### config.mk
export PLATFORM = sky130hd
export DESIGN_NAME = sha_round_ctrl_flat
export DESIGN_NICKNAME = d
export VERILOG_FILES = /design/src/rtl/sha_round_ctrl_pkg.sv /design/src/rtl/sha_round_ctrl_if.sv /design/src/rtl/sha_round_ctrl_adder.sv /design/src/rtl/sha_round_ctrl.sv /design/src/flat_wrapper.sv
export SDC_FILE = /design/constraint.sdc
export NUM_CORES = 2
export LEC_CHECK = 0
export BUFFER_PORTS_ARGS = -buffer_cell sky130_fd_sc_hd__buf_2
export CAP_MARGIN = 10
export CORE_UTILIZATION = 55
export DETAILED_ROUTE_END_ITERATION = 8
export PLACE_DENSITY = 0.8
export RECOVER_POWER = 100
export SETUP_SLACK_MARGIN = 0.3
export SLEW_MARGIN = 20
export SYNTH_ARGS = -nofsm -noshare
export SYNTH_HDL_FRONTEND = slang
export SYNTH_SLANG_ARGS = --single-unit
export TNS_END_PERCENT = 10
### constraint.sdc
create_clock -name i_clk -period 67.1 [get_ports i_clk]
set_input_delay 6.71 -clock i_clk [delete_from_list [all_inputs] [get_ports i_clk]]
set_output_delay 6.71 -clock i_clk [all_outputs]
set_load 0.02 [all_outputs]
### src/rtl/sha_round_ctrl_pkg.sv
// SHA-256 shared definitions: round constants, IV, state encoding, round functions.
// Latency: n/a (constants and pure combinational helpers).
// Backpressure: n/a.
`ifndef IDX32
`define IDX32(n) ((n)*32+31):((n)*32)
`endif

package sha_round_ctrl_pkg;

   typedef logic [31:0]  word_t;
   typedef logic [255:0] hash_t;
   typedef logic [511:0] block_t;

   typedef enum logic [1:0] {
      ST_IDLE  = 2'd0,
      ST_ROUND = 2'd1,
      ST_FINAL = 2'd2
   } state_t;

   // Carry-save pair: sum and carry vectors whose total is the operand sum.
   typedef struct packed {
      word_t s;
      word_t c;
   } csa_t;

   localparam int ROUNDS = 64;

   localparam word_t IV [8] = '{
      32'h6a09e667, 32'hbb67ae85, 32'h3c6ef372, 32'ha54ff53a,
      32'h510e527f, 32'h9b05688c, 32'h1f83d9ab, 32'h5be0cd19
   };

   function automatic word_t rotr(input word_t x, input int unsigned n);
      rotr = (x >> n) | (x << (32 - n));
   endfunction

   function automatic word_t f_ch(input word_t e, input word_t f, input word_t g);
      f_ch = (e & f) ^ (~e & g);
   endfunction

   function automatic word_t f_maj(input word_t a, input word_t b, input word_t c);
      f_maj = (a & b) ^ (a & c) ^ (b & c);
   endfunction

   function automatic word_t f_bsig0(input word_t x);
      f_bsig0 = rotr(x, 2) ^ rotr(x, 13) ^ rotr(x, 22);
   endfunction

   function automatic word_t f_bsig1(input word_t x);
      f_bsig1 = rotr(x, 6) ^ rotr(x, 11) ^ rotr(x, 25);
   endfunction

   function automatic word_t f_ssig0(input word_t x);
      f_ssig0 = rotr(x, 7) ^ rotr(x, 18) ^ (x >> 3);
   endfunction

   function automatic word_t f_ssig1(input word_t x);
      f_ssig1 = rotr(x, 17) ^ rotr(x, 19) ^ (x >> 10);
   endfunction

   // Round constant lookup; the last entry doubles as the default so the
   // case is trivially full.
   function automatic word_t k_of(input logic [5:0] t);
      case (t)
         6'd0:  k_of = 32'h428a2f98;  6'd1:  k_of = 32'h71374491;  6'd2:  k_of = 32'hb5c0fbcf;  6'd3:  k_of = 32'he9b5dba5;
         6'd4:  k_of = 32'h3956c25b;  6'd5:  k_of = 32'h59f111f1;  6'd6:  k_of = 32'h923f82a4;  6'd7:  k_of = 32'hab1c5ed5;
         6'd8:  k_of = 32'hd807aa98;  6'd9:  k_of = 32'h12835b01;  6'd10: k_of = 32'h243185be;  6'd11: k_of = 32'h550c7dc3;
         6'd12: k_of = 32'h72be5d74;  6'd13: k_of = 32'h80deb1fe;  6'd14: k_of = 32'h9bdc06a7;  6'd15: k_of = 32'hc19bf174;
         6'd16: k_of = 32'he49b69c1;  6'd17: k_of = 32'hefbe4786;  6'd18: k_of = 32'h0fc19dc6;  6'd19: k_of = 32'h240ca1cc;
         6'd20: k_of = 32'h2de92c6f;  6'd21: k_of = 32'h4a7484aa;  6'd22: k_of = 32'h5cb0a9dc;  6'd23: k_of = 32'h76f988da;
         6'd24: k_of = 32'h983e5152;  6'd25: k_of = 32'ha831c66d;  6'd26: k_of = 32'hb00327c8;  6'd27: k_of = 32'hbf597fc7;
         6'd28: k_of = 32'hc6e00bf3;  6'd29: k_of = 32'hd5a79147;  6'd30: k_of = 32'h06ca6351;  6'd31: k_of = 32'h14292967;
         6'd32: k_of = 32'h27b70a85;  6'd33: k_of = 32'h2e1b2138;  6'd34: k_of = 32'h4d2c6dfc;  6'd35: k_of = 32'h53380d13;
         6'd36: k_of = 32'h650a7354;  6'd37: k_of = 32'h766a0abb;  6'd38: k_of = 32'h81c2c92e;  6'd39: k_of = 32'h92722c85;
         6'd40: k_of = 32'ha2bfe8a1;  6'd41: k_of = 32'ha81a664b;  6'd42: k_of = 32'hc24b8b70;  6'd43: k_of = 32'hc76c51a3;
         6'd44: k_of = 32'hd192e819;  6'd45: k_of = 32'hd6990624;  6'd46: k_of = 32'hf40e3585;  6'd47: k_of = 32'h106aa070;
         6'd48: k_of = 32'h19a4c116;  6'd49: k_of = 32'h1e376c08;  6'd50: k_of = 32'h2748774c;  6'd51: k_of = 32'h34b0bcb5;
         6'd52: k_of = 32'h391c0cb3;  6'd53: k_of = 32'h4ed8aa4a;  6'd54: k_of = 32'h5b9cca4f;  6'd55: k_of = 32'h682e6ff3;
         6'd56: k_of = 32'h748f82ee;  6'd57: k_of = 32'h78a5636f;  6'd58: k_of = 32'h84c87814;  6'd59: k_of = 32'h8cc70208;
         6'd60: k_of = 32'h90befffa;  6'd61: k_of = 32'ha4506ceb;  6'd62: k_of = 32'hbef9a3f7;
         default: k_of = 32'hc67178f2;
      endcase
   endfunction

endpackage

### src/rtl/sha_round_ctrl_if.sv
// Block-feed / digest handshake bundle between the padding logic and the round controller.
// Latency: n/a (wires only).
// Backpressure: none; i_start is dropped by the slave while it reports busy.
interface sha_round_ctrl_if;
   import sha_round_ctrl_pkg::*;

   logic   i_start;   // start request, honoured only when idle
   logic   i_first;   // 1: start from IV, 0: chain from current hash
   block_t i_block;   // W0 in [511:480] .. W15 in [31:0]
   logic   o_busy;    // compression in flight
   logic   o_done;    // one-cycle pulse, o_hash valid from here
   hash_t  o_hash;    // H0 in [255:224] .. H7 in [31:0]

   modport master (output i_start, i_first, i_block, input o_busy, o_done, o_hash);
   modport slave  (input i_start, i_first, i_block, output o_busy, o_done, o_hash);
endinterface

### src/rtl/sha_round_ctrl_adder.sv
// SHA-256 round adder: T1/T2 sums, next a and e, and the next schedule word.
// Latency: 0 cycles, purely combinational.
// Backpressure: none.
// Ports: kt/ch/maj/sum1/sum0/sigm1/sigm0/d/h round terms, words = 16-word window
//        (index 15 = W[t], index 6 = W[t+9]); o_a/o_d = new a/e, o_word = W[t+16].
module sha_adder
   import sha_round_ctrl_pkg::*;
(
   input  word_t  kt,
   input  word_t  ch,
   input  word_t  maj,
   input  word_t  sum1,
   input  word_t  sum0,
   input  word_t  sigm1,
   input  word_t  sigm0,
   input  word_t  d,
   input  word_t  h,
   input  block_t words,
   output word_t  o_a,
   output word_t  o_d,
   output word_t  o_word
);

   word_t wt;
   word_t w9;
   word_t t1;
   word_t t2;
   logic  unused_words;

   assign wt = words[`IDX32(15)];
   assign w9 = words[`IDX32(6)];
   // Only two window slots feed the adder; the rest are consumed by the
   // sigma functions upstream.
   assign unused_words = ^words;

`ifdef SHA_ADDER_CSA
   // 3:2 compression chain so only one carry-propagate add closes T1.
   function automatic csa_t csa(input word_t x, input word_t y, input word_t z);
      csa.s = x ^ y ^ z;
      csa.c = ((x & y) | (x & z) | (y & z)) << 1;
   endfunction

   csa_t l1;
   csa_t l2;
   csa_t l3;

   assign l1 = csa(h, sum1, ch);
   assign l2 = csa(l1.s, l1.c, kt);
   assign l3 = csa(l2.s, l2.c, wt);
   assign t1 = l3.s + l3.c;
`else
   assign t1 = h + sum1 + ch + kt + wt;
`endif

   assign t2     = sum0 + maj;
   assign o_a    = t1 + t2;
   assign o_d    = d + t1;
   assign o_word = sigm1 + w9 + sigm0 + wt;

endmodule

### src/rtl/sha_round_ctrl.sv
// SHA-256 compression sequencer: 64 rounds, one per clock, then the chaining add.
// Latency: 65 cycles from start-accept edge to o_done; one block per 66 cycles back to back.
// Backpressure: i_start ignored (not queued) while busy; accepted again in the o_done cycle.
// Ports: i_clk, i_rst (async, active-high); bus = slave side of sha_round_ctrl_if.
module sha_round_ctrl
   import sha_round_ctrl_pkg::*;
(
   input  logic            i_clk,
   input  logic            i_rst,
   sha_round_ctrl_if.slave bus
);

   state_t     state;
   logic [5:0] t;
   logic       busy_q;
   logic       done_q;
   word_t      var_q  [8];   // a..h at indices 0..7
   word_t      hash_q [8];   // H0..H7
   word_t      w      [16];  // w[15] = W[t], w[0] = newest word
   word_t      blk_w  [16];

   word_t  rnd_kt;
   word_t  rnd_ch;
   word_t  rnd_maj;
   word_t  rnd_sum1;
   word_t  rnd_sum0;
   word_t  rnd_sigm1;
   word_t  rnd_sigm0;
   block_t words;
   hash_t  hash_flat;
   word_t  new_a;
   word_t  new_e;
   word_t  new_word;

   for (genvar k = 0; k < 16; k++) begin : g_unpack
      assign blk_w[k] = bus.i_block[`IDX32(k)];
   end

   always_comb begin
      rnd_kt    = k_of(t);
      rnd_ch    = f_ch(var_q[4], var_q[5], var_q[6]);
      rnd_maj   = f_maj(var_q[0], var_q[1], var_q[2]);
      rnd_sum1  = f_bsig1(var_q[4]);
      rnd_sum0  = f_bsig0(var_q[0]);
      rnd_sigm1 = f_ssig1(w[1]);
      rnd_sigm0 = f_ssig0(w[14]);
      words     = '0;
      for (int k = 0; k < 16; k++) begin
         words[k*32 +: 32] = w[k];
      end
      hash_flat = '0;
      for (int i = 0; i < 8; i++) begin
         hash_flat[(7-i)*32 +: 32] = hash_q[i];
      end
   end

   sha_adder u_adder (
      .kt     (rnd_kt),
      .ch     (rnd_ch),
      .maj    (rnd_maj),
      .sum1   (rnd_sum1),
      .sum0   (rnd_sum0),
      .sigm1  (rnd_sigm1),
      .sigm0  (rnd_sigm0),
      .d      (var_q[3]),
      .h      (var_q[7]),
      .words  (words),
      .o_a    (new_a),
      .o_d    (new_e),
      .o_word (new_word)
   );

   always_ff @(posedge i_clk or posedge i_rst) begin
      if (i_rst) begin
         state  <= ST_IDLE;
         t      <= '0;
         busy_q <= 1'b0;
         done_q <= 1'b0;
         for (int i = 0; i < 8; i++) begin
            var_q[i]  <= '0;
            hash_q[i] <= IV[i];
         end
         for (int k = 0; k < 16; k++) begin
            w[k] <= '0;
         end
      end else begin
         done_q <= 1'b0;
         case (state)
            ST_IDLE: begin
               if (bus.i_start) begin
                  state  <= ST_ROUND;
                  busy_q <= 1'b1;
                  t      <= '0;
                  for (int k = 0; k < 16; k++) begin
                     w[k] <= blk_w[k];
                  end
                  for (int i = 0; i < 8; i++) begin
                     var_q[i] <= bus.i_first ? IV[i] : hash_q[i];
                     if (bus.i_first) begin
                        hash_q[i] <= IV[i];
                     end
                  end
               end
            end
            ST_ROUND: begin
               var_q[0] <= new_a;
               var_q[1] <= var_q[0];
               var_q[2] <= var_q[1];
               var_q[3] <= var_q[2];
               var_q[4] <= new_e;
               var_q[5] <= var_q[4];
               var_q[6] <= var_q[5];
               var_q[7] <= var_q[6];
               // Words generated in the last 16 rounds fall off unused.
               w[0] <= new_word;
               for (int k = 1; k < 16; k++) begin
                  w[k] <= w[k-1];
               end
               t <= t + 6'd1;
               if (t == 6'(ROUNDS - 1)) begin
                  state <= ST_FINAL;
               end
            end
            ST_FINAL: begin
               for (int i = 0; i < 8; i++) begin
                  hash_q[i] <= hash_q[i] + var_q[i];
               end
               done_q <= 1'b1;
               busy_q <= 1'b0;
               state  <= ST_IDLE;
            end
            default: begin
               state  <= ST_IDLE;
               busy_q <= 1'b0;
            end
         endcase
      end
   end

   assign bus.o_busy = busy_q;
   assign bus.o_done = done_q;
   assign bus.o_hash = hash_flat;

endmodule
### src/flat_wrapper.sv
// flat-port wrapper written by rule: the top's interface ports become plain ports
module sha_round_ctrl_flat import sha_round_ctrl_pkg::*;
  (i_clk, i_rst, bus_i_start, bus_i_first, bus_i_block, bus_o_busy, bus_o_done, bus_o_hash);
  sha_round_ctrl_if bus_i ();
  input  logic i_clk;
  input  logic i_rst;
  input wire logic [$bits(bus_i.i_start)-1:0] bus_i_start;
  input wire logic [$bits(bus_i.i_first)-1:0] bus_i_first;
  input wire logic [$bits(bus_i.i_block)-1:0] bus_i_block;
  output wire logic [$bits(bus_i.o_busy)-1:0] bus_o_busy;
  output wire logic [$bits(bus_i.o_done)-1:0] bus_o_done;
  output wire logic [$bits(bus_i.o_hash)-1:0] bus_o_hash;
  assign bus_i.i_start = bus_i_start;
  assign bus_i.i_first = bus_i_first;
  assign bus_i.i_block = bus_i_block;
  assign bus_o_busy = bus_i.o_busy;
  assign bus_o_done = bus_i.o_done;
  assign bus_o_hash = bus_i.o_hash;
  sha_round_ctrl u_core (.i_clk(i_clk), .i_rst(i_rst), .bus(bus_i));
endmodule
==> results.toml <==
[global_route]
grt_max_degree = 254
grt_overflow = 0
antenna_found_initial = 28
grtUsageTotal = 0.425
grt_pass1_vias = 65700
grt_pass1_wl_mm = 419

[yosys]
syn_nets = 9675
yosys-top-cells-area = "dfrtp_1 31%, nand2_1 7.6%, ha_1 6.8%"
seq_area_frac_synth = 0.364
synth_ff_type = "dfrtp_1"
synth_edf_count = 0
ys_warn_count = 0
synthArstFlopShare = 1.00
synth_cell_type_count = 88
yosysMostFrequentCell = "nand2_1"
syn_area_per_cell_um2 = 8.36
yosys-top-cells-count = "1454 x nand2_1, 900 x nor2_1, 898 x dfrtp_1"
yosys.area.top_type = "dfrtp_1"
synthCells = 8574
ys_ff_latch = 1034
yosys.area.top_type_share = 0.314
netlist_area_um2 = 71600

[clock_tree]
cts_buffer_depth = 3
postCtsSetupBuffers = 0
hold_buffers = 0
cts_sinks = 1034
cts.htree.levels = 3
cts_resized = 0
clk_pin_slew_ns = 0.07
cts_tree = "done"
numCtsBuffers = 115
root_buffer = "clkbuf_16"
clkLatencyLatePin_ns = 0.80

[drt]
vias = 69200
wl_mm = 287
antenna_left = 0
drt-initial-drc-count = 8023
drc = 0
routedWlPerCell_um = 26.5
vias_per_cell = 6.40
first_pass_iters = 7

[timing]
setup_viol = 0
hold_viol = 0
fin_skew_ns = 0.0652
fin_tns_setup_ns = 0
max_freq_mhz = 37.6
min_period_ns = 26.62
slew_viol_final = 2841
period_share = 0.397
rsz0062_at_grt = "false"
worst_slew_pin_slew_ns = 10.08
timing.slew.headroom = -5.72

[placed_design]
port_buffers = 773
gp_congestion = 1.05
hpwl_mm = 210

[worst_setup_path]
cp-end-kind = "async pin"
reg2reg_from = "u_core.state[1]"
cp_data_required_time_ns = 65.66
startpoint_type = "input port"
crit_arrival_ns = 25.18
crit_type = "in -> async"
crit_chain = "buf_2, clkinvlp_2, clkbuf_1, clkbuf_1, clkbuf_1, clkbuf_1"
cp_slowest_stage_delay_ns = 6.59
reg2reg_depth = 10
cp_top_family = "buffers and inverters"
slowest_stage = "clkbuf_1"
timing.rr.end = "u_core.var_q[241]"
crit_path_frequent_cell = "clkbuf_1"
cp.depth = 6
r2r_slack_ns = 52.39
critPathBufInv = 6
path_max_fanout = 178

[layout]
multi_input_area_um2 = 42000
drive_gt1_frac = 0.108
n_fill_cell = 11500
nets = 10100
seqCellArea_um2 = 26100
area_growth_syn_to_layout_pct = 11.2

[die]
fp.dieH_um = 363
die_w_um = 363
pin_count = 774
start_util = 0.554
fp.coreArea_um2 = 129000
rows = 132
dieArea_um2 = 132000

[hold_path]
whs_path_depth = 2
hold_path_startpoint = "u_core.w[501]"
holdPathEnd = "u_core.w[501]"
hold_path_class = "reg -> reg"

[outcome]
outcome = "complete, but fails checks"
failed_checks = "capacitance limit, slew limit"

[flow_run]
drv_cap = 39
==> per-layer routing <==
metal	track usage	wire length, um	vias up
li1	-	-	30400
met1	0.534	105000	33300
met2	0.654	127000	4359
met3	0.0880	30000	1095
met4	0.307	24800	24
met5	0	149	-
==> cell usage in the layout (no fill, tap or decap), types with 82 or more instances in the layout <==
cell type  instances
nand2_1         1453
nor2_1           899
dfrtp_1          895
a21oi_1          587
a31oi_1          536
buf_2            521
o21ai_0          464
ha_1             390
xnor2_1          359
inv_1            359
clkbuf_1         313
xor2_1           213
fa_1             195
nor3_1           194
a21o_1           159
dfstp_2          128
o31ai_1          124
clkbuf_16        115
nor3b_1           99
nand3_1           82
==> cells by family after synthesis <==
family / synth area share
adder cells (fa/ha/maj): 0.123
flip-flops: 0.364
AND/OR/NAND/NOR: 0.180
multiplexers: 0.0113
AO/OA/AOI/OAI: 0.201
buffers and inverters: 0.0504
XOR/XNOR: 0.0705
==> state kept, by name, indices dropped and copies added (netlist names) <==
signal,count
u_core.t,6
u_core.bus.o_hash,256
u_core.var_q,256
u_core.w,512
u_core.state,2
u_core.bus.o_busy,1
u_core.bus.o_done,1
==> worst max-delay path by stage <==
stage	from	slack, ns	endpoint
6_report	i_rst	40.48	u_core.w[63]
5_1_grt	i_rst	36.54	u_core.w[66]
4_1_cts	u_core.t[1]	56.28	u_core.var_q[254]
3_5_place_dp	i_rst	55.95	u_core.bus.o_hash[193]
3_3_place_gp	i_rst	56.02	u_core.var_q[193]
2_1_floorplan	i_rst	31.52	u_core.bus.o_busy
==> stage by stage <==
| stage | hold WS [ns] | cells | util | cell area (um^2) | setup WS [ns] |
|---|---|---|---|---|---|
| CTS | 0.499 | 10800 | 0.620 | 80200 | 56.28 |
| global route | 0.534 | 10800 | 0.616 | 79700 | 36.54 |
| global placement | 0.473 | 10600 | 0.590 | 76300 | 56.02 |
| floorplan | 0.461 | 8574 | - | 71700 | 31.52 |
| finish | 0.500 | 10800 | 0.616 | 79700 | 40.48 |
| detailed placement | 0.484 | 10600 | 0.590 | 76300 | 55.95 |
==> tightest hold or removal path, stage by stage (launching register included) <==
cell and delay (ns):
dfrtp_1 0.35, a32oi_1 0.06, o21ai_0 0.06
==> area by class of cell <==
cell class | count | share of cell area
multi-input cells | 6577 | 0.527
flip-flops and latches | 1034 | 0.327
repair buffers | 863 | 0.0519
clock buffers | 167 | 0.0418
well taps | 1742 | 0.0273
inverters | 362 | 0.0171
clock inverters | 47 | 0.00725
diodes | 15 | 0.000471
Power is left out: the tool's default activity adds up to more than one toggle a clock period on the data nets, which glitch-free logic cannot reach.
